File: src/rtl/qr_pkg.sv
// Shared constants, state type and byte-keep helper for the QR-CORDIC input loader.
package qr_pkg;

    localparam int TBITS   = 64;
    localparam int TBYTE   = TBITS / 8;
    localparam int NUM_COL = 8;
    localparam int CNT_W   = $clog2(NUM_COL);

    typedef enum logic [1:0] {
        FILL    = 2'd0,
        ISSUE   = 2'd1,
        DISCARD = 2'd2
    } qr_state_t;

    // Disabled bytes are stored as zero so the array never sees stale lanes.
    function automatic logic [TBITS-1:0] keep_bytes(input logic [TBITS-1:0] data,
                                                    input logic [TBYTE-1:0] keep);
        logic [TBITS-1:0] res;
        res = '0;
        for (int b = 0; b < TBYTE; b++) begin
            res[8*b +: 8] = keep[b] ? data[8*b +: 8] : 8'h00;
        end
        return res;
    endfunction

endpackage

File: src/rtl/qr_col_buffer.sv
// NUM_COL x TBITS column store: byte-masked write port, combinational read port.
module qr_col_buffer
    import qr_pkg::*;
(
    input  logic             clk,
    input  logic             wr_en,
    input  logic [CNT_W-1:0] wr_addr,
    input  logic [TBITS-1:0] wr_data,
    input  logic [TBYTE-1:0] wr_keep,
    input  logic [CNT_W-1:0] rd_addr,
    output logic [TBITS-1:0] rd_data
);

    logic [TBITS-1:0] mem [NUM_COL];

    // Contents are don't-care after reset, so no reset term on the array.
    always_ff @(posedge clk) begin
        if (wr_en) begin
            mem[wr_addr] <= keep_bytes(wr_data, wr_keep);
        end
    end

    assign rd_data = mem[rd_addr];

endmodule

File: src/rtl/qr_axis_frame_loader.sv
// Collects one NUM_COL-beat AXIS frame, checks TLAST alignment, replays it column-wise.
module qr_axis_frame_loader
    import qr_pkg::*;
(
    input  logic             aclk,
    input  logic             areset,
    input  logic             S_AXIS_MM2S_TVALID,
    output logic             S_AXIS_MM2S_TREADY,
    input  logic [TBITS-1:0] S_AXIS_MM2S_TDATA,
    input  logic [TBYTE-1:0] S_AXIS_MM2S_TKEEP,
    input  logic             S_AXIS_MM2S_TLAST,
    output logic             col_valid,
    input  logic             col_ready,
    output logic [TBITS-1:0] col_data,
    output logic [CNT_W-1:0] col_idx,
    output logic             col_last,
    output logic             frame_err,
    output logic [15:0]      frame_cnt
);

    localparam logic [CNT_W-1:0] LAST_IDX = CNT_W'(NUM_COL - 1);

    qr_state_t        state_q, state_d;
    logic [CNT_W-1:0] beat_q, beat_d;
    logic [CNT_W-1:0] idx_q, idx_d;
    logic             tready_q, tready_d;
    logic             cvalid_q, cvalid_d;
    logic             err_q, err_d;
    logic [15:0]      fcnt_q, fcnt_d;
    logic             accept;
    logic             wr_en;

    assign accept = S_AXIS_MM2S_TVALID && tready_q;

    always_ff @(posedge aclk or posedge areset) begin
        if (areset) begin
            state_q  <= FILL;
            beat_q   <= '0;
            idx_q    <= '0;
            tready_q <= 1'b0;
            cvalid_q <= 1'b0;
            err_q    <= 1'b0;
            fcnt_q   <= '0;
        end else begin
            state_q  <= state_d;
            beat_q   <= beat_d;
            idx_q    <= idx_d;
            tready_q <= tready_d;
            cvalid_q <= cvalid_d;
            err_q    <= err_d;
            fcnt_q   <= fcnt_d;
        end
    end

    always_comb begin
        state_d  = state_q;
        beat_d   = beat_q;
        idx_d    = idx_q;
        tready_d = tready_q;
        cvalid_d = cvalid_q;
        err_d    = 1'b0;
        fcnt_d   = fcnt_q;
        wr_en    = 1'b0;
        case (state_q)
            FILL: begin
                tready_d = 1'b1;
                if (accept) begin
                    wr_en = 1'b1;
                    if (beat_q == LAST_IDX) begin
                        beat_d = '0;
                        if (S_AXIS_MM2S_TLAST) begin
                            // TREADY drops on the same edge the final beat lands.
                            state_d  = ISSUE;
                            tready_d = 1'b0;
                            cvalid_d = 1'b1;
                            idx_d    = '0;
                        end else begin
                            state_d = DISCARD;
                            err_d   = 1'b1;
                        end
                    end else if (S_AXIS_MM2S_TLAST) begin
                        err_d  = 1'b1;
                        beat_d = '0;
                    end else begin
                        beat_d = beat_q + 1'b1;
                    end
                end
            end
            DISCARD: begin
                tready_d = 1'b1;
                if (accept && S_AXIS_MM2S_TLAST) begin
                    beat_d  = '0;
                    state_d = FILL;
                end
            end
            ISSUE: begin
                tready_d = 1'b0;
                if (cvalid_q && col_ready) begin
                    if (idx_q == LAST_IDX) begin
                        cvalid_d = 1'b0;
                        idx_d    = '0;
                        fcnt_d   = fcnt_q + 16'd1;
                        state_d  = FILL;
                        tready_d = 1'b1;
                    end else begin
                        idx_d = idx_q + 1'b1;
                    end
                end
            end
            default: begin
                state_d  = FILL;
                tready_d = 1'b0;
                cvalid_d = 1'b0;
            end
        endcase
    end

    qr_col_buffer u_col_buffer (
        .clk     (aclk),
        .wr_en   (wr_en),
        .wr_addr (beat_q),
        .wr_data (S_AXIS_MM2S_TDATA),
        .wr_keep (S_AXIS_MM2S_TKEEP),
        .rd_addr (idx_q),
        .rd_data (col_data)
    );

    assign S_AXIS_MM2S_TREADY = tready_q;
    assign col_valid          = cvalid_q;
    assign col_idx            = idx_q;
    assign col_last           = cvalid_q && (idx_q == LAST_IDX);
    assign frame_err          = err_q;
    assign frame_cnt          = fcnt_q;

endmodule

File: config.mk
export PLATFORM = sky130hd
export DESIGN_NAME = qr_axis_frame_loader
export DESIGN_NICKNAME = d
export VERILOG_FILES = /design/src/rtl/qr_pkg.sv /design/src/rtl/qr_col_buffer.sv /design/src/rtl/qr_axis_frame_loader.sv
export SDC_FILE = /design/constraint.sdc
export NUM_CORES = 1
export LEC_CHECK = 0
export ABC_AREA = 1
export BUFFER_PORTS_ARGS = -buffer_cell sky130_fd_sc_hd__buf_2
export CAP_MARGIN = 25
export CORE_MARGIN = 1
export CORE_UTILIZATION = 50
export CTS_BUF_LIST = sky130_fd_sc_hd__clkbuf_16
export DETAILED_ROUTE_END_ITERATION = 12
export PLACE_DENSITY = 0.82
export SLEW_MARGIN = 20
export SYNTH_ARGS = -nofsm -noshare
export SYNTH_HDL_FRONTEND = slang
export SYNTH_SLANG_ARGS = --single-unit
File: constraint.sdc
create_clock -name aclk -period 3.8 [get_ports aclk]
set_input_delay 0.38 -clock aclk [delete_from_list [all_inputs] [get_ports aclk]]
set_output_delay 0.38 -clock aclk [all_outputs]
set_load 0.02 [all_outputs]
Word level (Yosys, flattened, before mapping)
Memory sizes are Yosys's and may differ from the RTL's. Cells that the tools add are included.

Add/subtract/negate cells: 3. Eq/ne operators: 10. Mux-type cells: 46. Bitwise gates (word level): 1. Reduce and logical (&&, ||, !) cells: 12.

Operators with widths (number): 8-bit 2-to-1 mux (8); 3-bit 2-to-1 mux (9); 1-bit 2-to-1 mux (18); 16-bit by 1-bit adder with 16-bit output (second input constant) (1); 2-bit 2-to-1 mux (6); 2-bit inequality test (second input constant) (6); 3-bit one-hot mux with 2 select lines (2); 5-bit AND reduction (2); 3-bit by 1-bit adder with 3-bit output (second input constant) (2); 3-bit == test (second input constant) (2); 1-bit one-hot mux with 3 select lines (2); 2-bit one-hot mux with 3 select lines (1); 3-bit AND reduction (2); 6-bit AND reduction (1); 1-bit logical AND (4); 2-bit nonzero test (2); 2-bit by 1-bit == test with 1-bit output (second input constant) (1); 2-bit == test (second input constant) (1); 2-bit zero test (1); 1-bit inverter (1).

Register bits after elaboration: 27. Bits in writable memories: 512. Input bits: 77. Output and inout port bits: 87. Word-level logic and storage cells: 80. Memories kept: 1.

Memory list: u_col_buffer.mem (depth 8, bits a word 64, rd ports 1, clocked after Yosys merged registers in 0, write ports 1, line qr_col_buffer.sv:14) `logic [TBITS-1:0] mem [NUM_COL];`.

Longest topological paths before layout
Depth after elaboration: 5. Mapped depth: 9. Mapped depth without buffers: 9.

Cells and area by module
A second synthesis with hierarchy kept.

Cell total of the unflattened synthesis: 2535. Area total of the unflattened synthesis: 24360.9 um2.

Modules (own cells, without submodules): qr_col_buffer (times used 1, cells each 2366, area an instance 22929.5 um2); qr_axis_frame_loader (times used 1, cells each 169, area an instance 1431.4 um2).

Least setup slack after synthesis
OpenSTA, ideal clock, no wires.

Path kind: flip-flop to flip-flop. Start: register tready_q (netlist: S_AXIS_MM2S_TREADY). End: memory u_col_buffer.mem[0][0], enable pin. Arrival time: 3810 ps. Path slack: -497 ps. Cell stages (with the launch flop): 8. Period minus slack after synthesis: 4297 ps. Path through: dfrtp_1 > nand2_1 > inv_1 > nand2_1 > nor2_1 > inv_1 > or2_2 > nor2_1.

Longest elaborated chain between the ends: 5.

RTL lines: from (decl) (line qr_axis_frame_loader.sv:26) `logic tready_q, tready_d;`; from (signal assigned) (line qr_axis_frame_loader.sv:48) `tready_q <= tready_d;`; 1-bit logical AND (line qr_axis_frame_loader.sv:33) `assign accept = S_AXIS_MM2S_TVALID && tready_q;`; 1-bit 2-to-1 mux (line qr_axis_frame_loader.sv:67) `if (accept) begin`; 1-bit 2-to-1 mux (line qr_axis_frame_loader.sv:64) `case (state_q)`; 1-bit 2-to-1 mux (line qr_col_buffer.sv:18) `if (wr_en) begin`; 1-bit 2-to-1 mux (implied by the code) (line qr_col_buffer.sv:19) `mem[wr_addr] <= keep_bytes(wr_data, wr_keep);`; to (decl) (line qr_col_buffer.sv:14).

Every way passes these cells.

Worst setup path after layout
Start: register idx_q[0] (netlist: col_idx[0]). End: output col_data[43].

Longest elaborated chain between the ends: 1.

RTL lines: from (decl) (line qr_axis_frame_loader.sv:25) `logic [CNT_W-1:0] idx_q, idx_d;`; from (signal assigned) (line qr_axis_frame_loader.sv:47) `idx_q <= idx_d;`; memory 8 x 64 bit; to (decl) (line qr_axis_frame_loader.sv:14) `output logic [TBITS-1:0] col_data,`.

Every way passes these cells.

==> results.md <==
| Parameter | This run | Unit |
|---|---|---|
| Mapped Cells | 1775 | - |
| NetSw | 6.56 | mW |
| Count of unresolved DRC violations after routing | 0 | - |
| Setup slack after placement | 1.04 | ns |
| Row cnt | 76 | - |
| Global route overflow | 0 | - |
| Die X | 211 | um |
| Clock Tree Root | sky130_fd_sc_hd__clkbuf_16 | - |
| Dominant combinational cell family by area after synthesis | simple AND/OR/NAND/NOR gates | - |
| Cell with the largest stage delay on the worst path | sky130_fd_sc_hd__dfrtp_4 | - |
| Maximum buffer depth of the clock tree | 3 | - |
| Post-route total power | 17.8 | mW |
| Routed WL per cell | 19.4 | um |
| Design internal power | 11.2 | mW |
| Worst skew pair latency | 0.58 | ns |
| Register area share after synthesis | 0.738 | - |
| Area delta synth->final | 13.5 | % |
| Required time of the critical path | 3.42 | ns |
| Type of element capturing the critical path | output pin | - |
| Unrepaired setup endpoints after global routing | false | - |
| Count of pins on the block boundary | 164 | - |
| Number of max-cap violations | 0 | - |
| Leakage power | 9.27 | nW |
| Net count of the mapped netlist | 1858 | - |
| Worst Setup Slack, final | 0.384 | ns |
| Portion of total power attributed to combinational logic | 0.335 | - |
| Maximum operating frequency | 293 | MHz |
| Clk sinks | 539 | - |
| Syn_area_per_cell | 12.2 | sq um |
| Arrival time at the worst endpoint | 3.04 | ns |
| Wire length after detailed routing | 49300 | um |
| Number of nets in the layout | 2000 | - |
| Number of register bits inferred by synthesis | 539 | - |
| Min-Delay Path Class | in -> reg | - |
| Diodes inserted | 0 | - |
| Total global routing track utilization | 0.222 | - |
| Final GP Congestion | 0.850 | - |
| Total number of vias | 14400 | - |
| Power Dens Cells | 720 | mW/mm^2 |
| Relative max-transition margin | 0.455 | - |
| Fraction of power spent switching nets | 0.369 | - |
| CP startpoint kind | flop | - |
| Total setup violations reported at the end of the flow | 0 | - |
| Synthesized-area fraction occupied by adder cells | 0.00345 | - |
| Y dimension of the die | 211 | um |
| Run status | complete, no violations | - |
| Number of antenna violations at the first check in global routing | 0 | - |
| Fraction of final layout cells with drive strength greater than 1 | 0.143 | - |
| Number of buffers inserted during clock tree synthesis | 53 | - |
| Synth Warn # | 0 | - |
| Part of the power in the clock network | 0.269 | - |
| Starting DRT DRC Count | 1174 | - |
| Top library cells by usage in the layout, fill and taps aside | 512 x sky130_fd_sc_hd__edfxtp_1, 328 x sky130_fd_sc_hd__nand2_1, 274 x sky130_fd_sc_hd__nor2_1 | - |
| Synth unique cells | 26 | - |
| Post-route ant nets | 0 | - |
| Mux contribution to synthesized area | 0 | - |
| Post-CTS resize count | 0 | - |
| Number of global-route vias before repair | 14000 | - |
| Number of hold violations in the final report | 0 | - |
| Final min period | 3.42 | ns |
| Worst Setup Path Type | reg -> out | - |
| Maximum number of pins on one net before global-route repair | 105 | - |
| Longest individual stage delay on the worst path | 0.74 | ns |
| VDD IR-drop max | 0.000393 | V |
| Slew at the pin with the worst max-slew slack | 0.817 | ns |
| Fraction of synthesized cell area in xor and xnor cells | 0.00443 | - |
| Share of total power in sequential cells | 0.397 | - |
| Number of max-slew violations in the final report | 0 | - |
| Cell area after synthesis | 0.0217 | sq mm |
| Htree depth | 2 | - |
| Library cell appearing most often on the critical path | sky130_fd_sc_hd__nand2_1 | - |
| Initial cell density of the core | 0.506 | - |
| Total die area | 0.0443 | sq mm |
| Max FO, Critical Path | 61 | - |
| HPWL after detailed placement | 26200 | um |
| CTS tree | built | - |
| Wire length of the first global-routing pass | 75600 | um |
| Clock slew seen by the registers of the worst setup and hold paths | 0.07 | ns |
| Placeable Area | 0.0430 | sq mm |
| Final cycle utilization of the critical path | 0.899 | - |
| Cell breakdown of the critical path | inv_8 > buf_4 > o21ai_1 > o22ai_1 > nand2_1 > nand2_1 > buf_2 | - |
| Pre-Repair DR Iteration Count | 5 | - |
| Skew final | 0.0217 | ns |
| Most common cell after layout, fill and taps aside | sky130_fd_sc_hd__edfxtp_1 | - |
| Count of buffers from port buffering | 163 | - |
| Avg Vias per Cell | 5.65 | - |
| Post-Synth Simple-Gate Area | 0.111 | - |
| Compound-Gate Fraction of Synth Area | 0.0981 | - |
-- Yosys cell counts, drive strengths merged --
cell      n  share of area
or2       1        0.00029
o22ai   128          0.037
buf      50          0.019
inv      87          0.015
nand3    12         0.0028
nor3      2        0.00046
nand2   329          0.057
xor2      7         0.0028
edfxtp  512           0.71
o21ai   266          0.061
xnor2     4         0.0016
nor2    284          0.049
nand4     5         0.0014
clkbuf   55          0.010
ha        6         0.0035
dfrtp    27          0.031
-- worst max-delay path: cells and delay by family (launching register included) --
kind | cells | cell delay [ns]
compound gates | 2 | 0.35
simple gates | 2 | 0.22
buf+inv | 3 | 1.08
flops | 1 | 0.74
-- power by group through the flow --
stage	Clock [mW]	Sequential, mW	Combinational (mW)
finish	4.77	7.05	5.95
global route	5.06	7.07	6.48
CTS	4.84	7.04	5.93
detailed placement	0	7.17	5.90
global placement	0	7.15	5.72
floorplan	0	7.12	4.12
-- layout make-up --
| class | count | area, sq um |
|---|---|---|
| repair buffers | 192 | 1190 |
| multi-input cells | 1044 | 4780 |
| clock inverters | 41 | 246 |
| clock buffers | 53 | 1330 |
| well taps | 585 | 732 |
| fillers | 3374 | 18300 |
| inverters | 87 | 338 |
| flip-flops and latches | 539 | 16100 |
-- sequential cells by signal (all words and copies together), names as in the netlist --
signal / count
frame_err: 1
u_col_buffer.mem: 512
col_idx: 3
col_valid: 1
state_q: 2
S_AXIS_MM2S_TREADY: 1
frame_cnt: 16
beat_q: 3
-- kinds of logic after synthesis --
group	count (synthesis)
AND/OR/NAND/NOR	633
flip-flops	539
adder cells (fa/ha/maj)	6
AO/OA/AOI/OAI	394
XOR/XNOR	11
buffers and inverters	192
-- through the flow --
step	hold slack, ns	TNS (ns)	std cells	area [sq um]	utilization
final	0.130	0	2541	24700	0.574
after CTS	0.0676	0	2539	24600	0.573
after global placement	0.473	0	2445	23100	0.537
after floorplan	0.433	-127.12	1775	21800	-
after detailed placement	0.506	0	2445	23100	0.537
after global routing	0.152	0	2541	24700	0.574
-- timing repair --
| action | 4_1_cts | 5_1_grt |
|---|---|---|
| hold buffers | 0 | 1 |
| setup buffers | 0 | 0 |
| endpoints found under the hold margin | 0 | 11 |
-- layer usage --
layer,global-route usage,vias up,part of all wire
met3,0.0302,121,0.086
met5,0,-,0
met2,0.369,764,0.49
met4,0.102,0,0.037
met1,0.291,6918,0.39
li1,-,6559,-
-- worst paths after layout --
path / startpoint / end / slack, ns / cells after the start
max: col_idx[0] / col_data[43] / 0.38 / 7
min: S_AXIS_MM2S_TLAST / state_q[0] / 0.13 / 3
max reg2reg: col_idx[1] / frame_cnt[13] / 1.28 / 10
min reg2reg: frame_cnt[15] / frame_cnt[15] / 0.52 / 2
max in group asynchronous: areset / col_idx[1] / 3.12 / 4
min in group asynchronous: areset / frame_cnt[9] / 0.27 / 3
(Power assumes the default switching activity.)
